===== src/rtl/letter_display_scan_if.sv =====
// Bus between the day-setting stage and the day-of-week display scanner:
// letter codes, load strobe and blink request in, scanned display pins out.
interface letter_display_scan_if;
  logic [3:0] first_letter;
  logic [3:0] second_letter;
  logic [3:0] third_letter;
  logic [3:0] fourth_letter;
  logic       load;
  logic       blink_en;
  logic [3:0] digit_sel_n;
  logic [6:0] seg_n;
  logic       frame_tick;

  modport master (
    output first_letter, second_letter, third_letter, fourth_letter,
    output load, blink_en,
    input  digit_sel_n, seg_n, frame_tick
  );

  modport slave (
    input  first_letter, second_letter, third_letter, fourth_letter,
    input  load, blink_en,
    output digit_sel_n, seg_n, frame_tick
  );
endinterface


===== src/rtl/letter_display_scan.sv =====
// Four-digit multiplexed 7-segment scanner for the day-of-week display.
// Letters are captured into shadow registers on load, scanned one digit
// per SCAN_DIV cycles, and optionally blanked every BLINK_DIV frames.
// All pins come straight from flops so digit and segments switch together.
module letter_display_scan #(
  parameter int SCAN_DIV  = 1000,
  parameter int BLINK_DIV = 64
) (
  input  logic                  clk,
  input  logic                  reset,
  letter_display_scan_if.slave  bus
);

  localparam int CNT_W = (SCAN_DIV > 2) ? $clog2(SCAN_DIV) : 1;
  localparam int BLK_W = (BLINK_DIV > 1) ? $clog2(BLINK_DIV) : 1;

  localparam logic [CNT_W-1:0] SCAN_LAST  = CNT_W'(SCAN_DIV - 1);
  localparam logic [BLK_W-1:0] BLINK_LAST = BLK_W'(BLINK_DIV - 1);

  // Letter code to active-high glyph {g,f,e,d,c,b,a}; illegal codes show a dash.
  function automatic logic [6:0] glyph(input logic [3:0] code);
    logic [6:0] g;
    case (code)
      4'd0:    g = 7'h00; // SPACE
      4'd1:    g = 7'h77; // A
      4'd2:    g = 7'h5E; // D
      4'd3:    g = 7'h79; // E
      4'd4:    g = 7'h71; // F
      4'd5:    g = 7'h76; // H
      4'd6:    g = 7'h06; // I
      4'd7:    g = 7'h54; // N
      4'd8:    g = 7'h3F; // O
      4'd9:    g = 7'h73; // P
      4'd10:   g = 7'h50; // R
      4'd11:   g = 7'h6D; // S
      4'd12:   g = 7'h78; // T
      4'd13:   g = 7'h3E; // U
      default: g = 7'h40; // dash
    endcase
    return g;
  endfunction

  logic [CNT_W-1:0]   scan_cnt_q, scan_cnt_d;
  logic [1:0]         idx_q, idx_d;
  logic [3:0][3:0]    shadow_q, shadow_d;
  logic [BLK_W-1:0]   blink_cnt_q, blink_cnt_d;
  logic               phase_q, phase_d;
  logic               wrap_q, wrap_d;
  logic [3:0]         digit_sel_n_q, digit_sel_n_d;
  logic [6:0]         seg_n_q, seg_n_d;
  logic               frame_tick_q, frame_tick_d;

  logic               scan_done;
  logic               frame_wrap;

  // Next-state for scan position, shadows, blink phase and the output register.
  always_comb begin
    scan_done  = (scan_cnt_q == SCAN_LAST);
    frame_wrap = scan_done && (idx_q == 2'd3);

    scan_cnt_d = scan_done ? '0 : scan_cnt_q + CNT_W'(1);
    idx_d      = scan_done ? idx_q + 2'd1 : idx_q;

    shadow_d = shadow_q;
    if (bus.load) begin
      shadow_d[0] = bus.first_letter;
      shadow_d[1] = bus.second_letter;
      shadow_d[2] = bus.third_letter;
      shadow_d[3] = bus.fourth_letter;
    end

    // Blink counts whole frames; dropping blink_en rearms a visible half.
    blink_cnt_d = blink_cnt_q;
    phase_d     = phase_q;
    if (!bus.blink_en) begin
      blink_cnt_d = '0;
      phase_d     = 1'b0;
    end else if (frame_wrap) begin
      if (blink_cnt_q == BLINK_LAST) begin
        blink_cnt_d = '0;
        phase_d     = ~phase_q;
      end else begin
        blink_cnt_d = blink_cnt_q + BLK_W'(1);
      end
    end

    // wrap_q marks that idx just returned to 0, so the tick lines up with
    // the first output cycle of digit 0 rather than the wrap itself.
    wrap_d       = frame_wrap;
    frame_tick_d = wrap_q;

    // Pins reflect the current idx/shadow; blank follows blink_en directly
    // so releasing it restores segments on the very next edge.
    digit_sel_n_d = ~(4'b0001 << idx_q);
    seg_n_d       = (bus.blink_en && phase_q) ? 7'h7F : ~glyph(shadow_q[idx_q]);
  end

  // State and output registers; reset wins over load, blink and scanning.
  always_ff @(posedge clk) begin
    if (reset) begin
      scan_cnt_q    <= '0;
      idx_q         <= 2'd0;
      shadow_q      <= '0;
      blink_cnt_q   <= '0;
      phase_q       <= 1'b0;
      wrap_q        <= 1'b0;
      digit_sel_n_q <= 4'b1111;
      seg_n_q       <= 7'h7F;
      frame_tick_q  <= 1'b0;
    end else begin
      scan_cnt_q    <= scan_cnt_d;
      idx_q         <= idx_d;
      shadow_q      <= shadow_d;
      blink_cnt_q   <= blink_cnt_d;
      phase_q       <= phase_d;
      wrap_q        <= wrap_d;
      digit_sel_n_q <= digit_sel_n_d;
      seg_n_q       <= seg_n_d;
      frame_tick_q  <= frame_tick_d;
    end
  end

  assign bus.digit_sel_n = digit_sel_n_q;
  assign bus.seg_n       = seg_n_q;
  assign bus.frame_tick  = frame_tick_q;

endmodule

===== src/flat_wrapper.sv =====
// flat-port wrapper written by rule: the top's interface ports become plain ports
module letter_display_scan_flat 
#(
  parameter int SCAN_DIV  = 1000,
  parameter int BLINK_DIV = 64
)
  (clk, reset, bus_first_letter, bus_second_letter, bus_third_letter, bus_fourth_letter, bus_load, bus_blink_en, bus_digit_sel_n, bus_seg_n, bus_frame_tick);
  letter_display_scan_if bus_i ();
  input  logic clk;
  input  logic reset;
  input wire logic [$bits(bus_i.first_letter)-1:0] bus_first_letter;
  input wire logic [$bits(bus_i.second_letter)-1:0] bus_second_letter;
  input wire logic [$bits(bus_i.third_letter)-1:0] bus_third_letter;
  input wire logic [$bits(bus_i.fourth_letter)-1:0] bus_fourth_letter;
  input wire logic [$bits(bus_i.load)-1:0] bus_load;
  input wire logic [$bits(bus_i.blink_en)-1:0] bus_blink_en;
  output wire logic [$bits(bus_i.digit_sel_n)-1:0] bus_digit_sel_n;
  output wire logic [$bits(bus_i.seg_n)-1:0] bus_seg_n;
  output wire logic [$bits(bus_i.frame_tick)-1:0] bus_frame_tick;
  assign bus_i.first_letter = bus_first_letter;
  assign bus_i.second_letter = bus_second_letter;
  assign bus_i.third_letter = bus_third_letter;
  assign bus_i.fourth_letter = bus_fourth_letter;
  assign bus_i.load = bus_load;
  assign bus_i.blink_en = bus_blink_en;
  assign bus_digit_sel_n = bus_i.digit_sel_n;
  assign bus_seg_n = bus_i.seg_n;
  assign bus_frame_tick = bus_i.frame_tick;
  letter_display_scan #(.SCAN_DIV(SCAN_DIV), .BLINK_DIV(BLINK_DIV)) u_core (.clk(clk), .reset(reset), .bus(bus_i));
endmodule

===== config.mk =====
export PLATFORM = sky130hd
export DESIGN_NAME = letter_display_scan_flat
export DESIGN_NICKNAME = d
export VERILOG_FILES = /design/src/rtl/letter_display_scan_if.sv /design/src/rtl/letter_display_scan.sv /design/src/flat_wrapper.sv
export SDC_FILE = /design/constraint.sdc
export NUM_CORES = 1
export LEC_CHECK = 0
export ABC_AREA = 1
export CAP_MARGIN = 20
export CORE_AREA = 5 5 81 83
export CTS_BUF_LIST = sky130_fd_sc_hd__clkbuf_4 sky130_fd_sc_hd__clkbuf_8
export CTS_CLUSTER_SIZE = 28
export DETAILED_ROUTE_END_ITERATION = 10
export DIE_AREA = 0 0 86 88
export HOLD_SLACK_MARGIN = 0.08
export SYNTH_ARGS = -nofsm -noshare
export SYNTH_HDL_FRONTEND = slang
export SYNTH_SLANG_ARGS = --single-unit

===== constraint.sdc =====
create_clock -name clk -period 1.85 [get_ports clk]
set_input_delay 0.185 -clock clk [delete_from_list [all_inputs] [get_ports clk]]
set_output_delay 0.185 -clock clk [all_outputs]
set_load 0.005 [all_outputs]

==> metrics.txt <==
core box area=0.005781 mm^2; cts bufs inserted=5; Synth Cell Area=0.002223 mm^2; IO Count=32; #FFs+latches synth=48; die extent in x=about 86 um; min Tclk post-route=1.597 ns; area share of the largest cell type after synthesis=43.22%; top cells by area, synth=dfxtp_1 43%, nand2_1 10%, nor2_1 8.4%, ha_1 6.8%, nand3_1 5.2%; hold path start=u_core.frame_tick_d; Final Net Count=367; Final HPWL DP=3148 um; max frequency=between 600 and 700 MHz; # port buffers=31; Reg-to-Reg End=u_core.bus.seg_n[2]; clock slew at reported path FFs=0.08 ns; Syn Nets=between 300 and 400; htree depth=2; critical path's top delay family=simple AND/OR/NAND/NOR gates; Post-Route Skew=0.005656 ns; Worst EP arrival=1.78 ns; Pre-antenna DRT Iters=4; crit path max fanout=7; Root Driver=clkbuf_8; first-pass GRT wire length=7507 um; Vias=about 1900; RR Startpoint=u_core.idx_q[1]; Tcrit/Tclk final=86.32%; cell area after layout=about 0.0027 mm^2; largest net degree at the start of global routing=19; Crit path top cell by count=nand2_1; WL final=4268 um; number of enable flip-flop cells after synthesis=0; total track usage=~12%; status=finished clean; Buffers & Inverters on Critical Path=1; Worst-Skew Late Latency=0.30 ns; GRT overflow=0; DRC viols=0; initial antenna violation count=0; Crit path required time=about 2.0 ns; final-report max-slew violation count=0; area post-placement=0.002628 mm^2; flop2flop setup slack=0.25 ns; Area Growth Syn to Fin=22.34%; synth unique cells=30; Power Density=723.9 mW/mm^2; Critical Path, Cell by Cell=inv_2, nand3_1, nand2_1, ha_1, nand2_1, nand2_1, nand2_1, nand3_1; via count of the first global-routing pass=1756; post_cts resized=0; Starting Density=38.46%; final hold violations=0; Avg Inst Size Synth=around 7.5 um^2; TritonCTS clock tree=yes; CTS Sinks=48; Worst slew margin=73.33%; Routed WL per cell=slightly above 10 um; Final Util=between 40% and 50%; RD Place Congestion=about 0.8; CP Class=register to register; Hold-fix buffers, CTS=0; Setup-failing EPs final=0; average via count per standard cell=around 4.5; FP Rows=28; top_reg_cell synth=dfxtp_1; end of the critical path=u_core.bus.seg_n[2]; TNS Setup=0 ns; crit path from=u_core.idx_q[1]; register area share after synthesis=43.22%; ys async rst share=0%; Maximum Capacitance Violations=0; Worst Tran Pin Value=0.3976 ns; cell count after synthesis=a little under 300; Max clock buf depth=2; Synth Warn #=0; ANT cells=0; Worst path max stage delay=0.49 ns; Max IR drop VDD=0.0003047 V; Static Leak=1.129 nW; Crit-path slowest cell=dfxtp_1; Routed Antenna Nets=0; Reg2Reg Depth=8; critical path depth in cells=8; fraction of layout cells with a size suffix above 1=between 10% and 20%; Total Die Area=0.007568 mm^2; RSZ-0062 raised after global routing=no; Startpoint Class=register; Post-CTS Setup Bufs=0; die height=88 um; Synth area leader=dfxtp_1; Hold WC Path Type=register to register; CP endpoint kind=register; Iter 0 DRT Violations=64
[routing by layer]
layer / global-route usage (%) / vias up / part of all wire [%]
met5: 0 / - / 0
met1: 15.69 / 791 / 53
met2: 19.62 / 34 / 41
li1: - / 1026 / -
met3: 3.575 / 6 / 4.9
met4: 4.748 / 0 / 1.5
[how the worst min path moves through the flow]
stage                     cells after the start                     to
after floorplan                               1  u_core.bus.frame_tick
after global placement                        2  u_core.bus.frame_tick
after detailed placement                      2  u_core.bus.frame_tick
after CTS                                     2  u_core.bus.frame_tick
after global routing                          2  u_core.bus.frame_tick
final                                         2  u_core.bus.frame_tick
[per-stage QoR]
| step | instances | hold slack (ns) | total power, mW | setup slack (ns) |
|---|---|---|---|---|
| after floorplan | 298 | 0.2562 | 1.256 | 0.4006 |
| after global placement | 403 | 0.3963 | 1.361 | 0.3475 |
| after detailed placement | 403 | 0.3923 | 1.363 | 0.2697 |
| after CTS | 411 | 0.4046 | 2.013 | 0.2564 |
| after global routing | 411 | 0.4327 | 2.102 | 0.07574 |
| final | 411 | 0.4039 | 1.969 | 0.2531 |
[cells in the final DEF (no fill, tap or decap), drive strengths merged]
cell type	instances
nand2	70
nor2	53
dfxtp	48
clkdlybuf4s50	31
inv	28
nand3	26
o21ai	25
a21oi	14
ha	12
clkbuf	6
buf	5
clkinv	4
nor3	4
nand4	4
xor2	1
o21bai	1
xnor2	1
nor3b	1
o211ai	1
nand3b	1
[layout make-up]
type                       instances  area (um^2)
multi-input combinational        214         1111
inverter                          30        113.9
clock inverter                     2        10.01
clock buffer                       6        82.58
timing repair buffer              36        347.8
tap                               75        93.84
fill                             604         3060
sequential                        48        960.9
[where the power goes]
part           leakage, nW  internal [mW]  switching (mW)  total [mW]
combinational        0.684          0.119           0.118       0.237
sequential           0.394           1.08          0.0216        1.10
clock               0.0510          0.298           0.334       0.632
[cells in the mapped netlist (all sizes together), types with 2 or more instances]
| master | instances |
|---|---|
| nand2 | 70 |
| nor2 | 53 |
| dfxtp | 48 |
| inv | 28 |
| nand3 | 26 |
| o21ai | 25 |
| a21oi | 14 |
| ha | 12 |
| clkbuf | 4 |
| nand4 | 4 |
| nor3 | 4 |
| buf | 2 |
| clkinv | 2 |
[sequential cells by signal, summed over array words and instances (netlist names)]
signal	flops
u_core.bus.frame_tick	1
u_core.phase_q	1
u_core.frame_tick_d	1
u_core.idx_q	2
u_core.bus.seg_n	7
u_core.shadow_q	16
u_core.scan_cnt_q	10
u_core.bus.digit_sel_n	4
u_core.blink_cnt_q	6
[worst min-delay path, cell delays in order (launching register included)]
cell	delay (ns)
dfxtp_1	0.30
inv_1	0.04
nor2_1	0.03
[logic make-up after synthesis]
group / Yosys count / synth area share (%)
simple gates: 159 / 32.81
xor+xnor: 2 / 0.7880
compound gates: 41 / 9.624
buf+inv: 36 / 6.809
fa+ha+maj: 12 / 6.753
flops: 48 / 43.22
(Power assumes the default switching activity.)
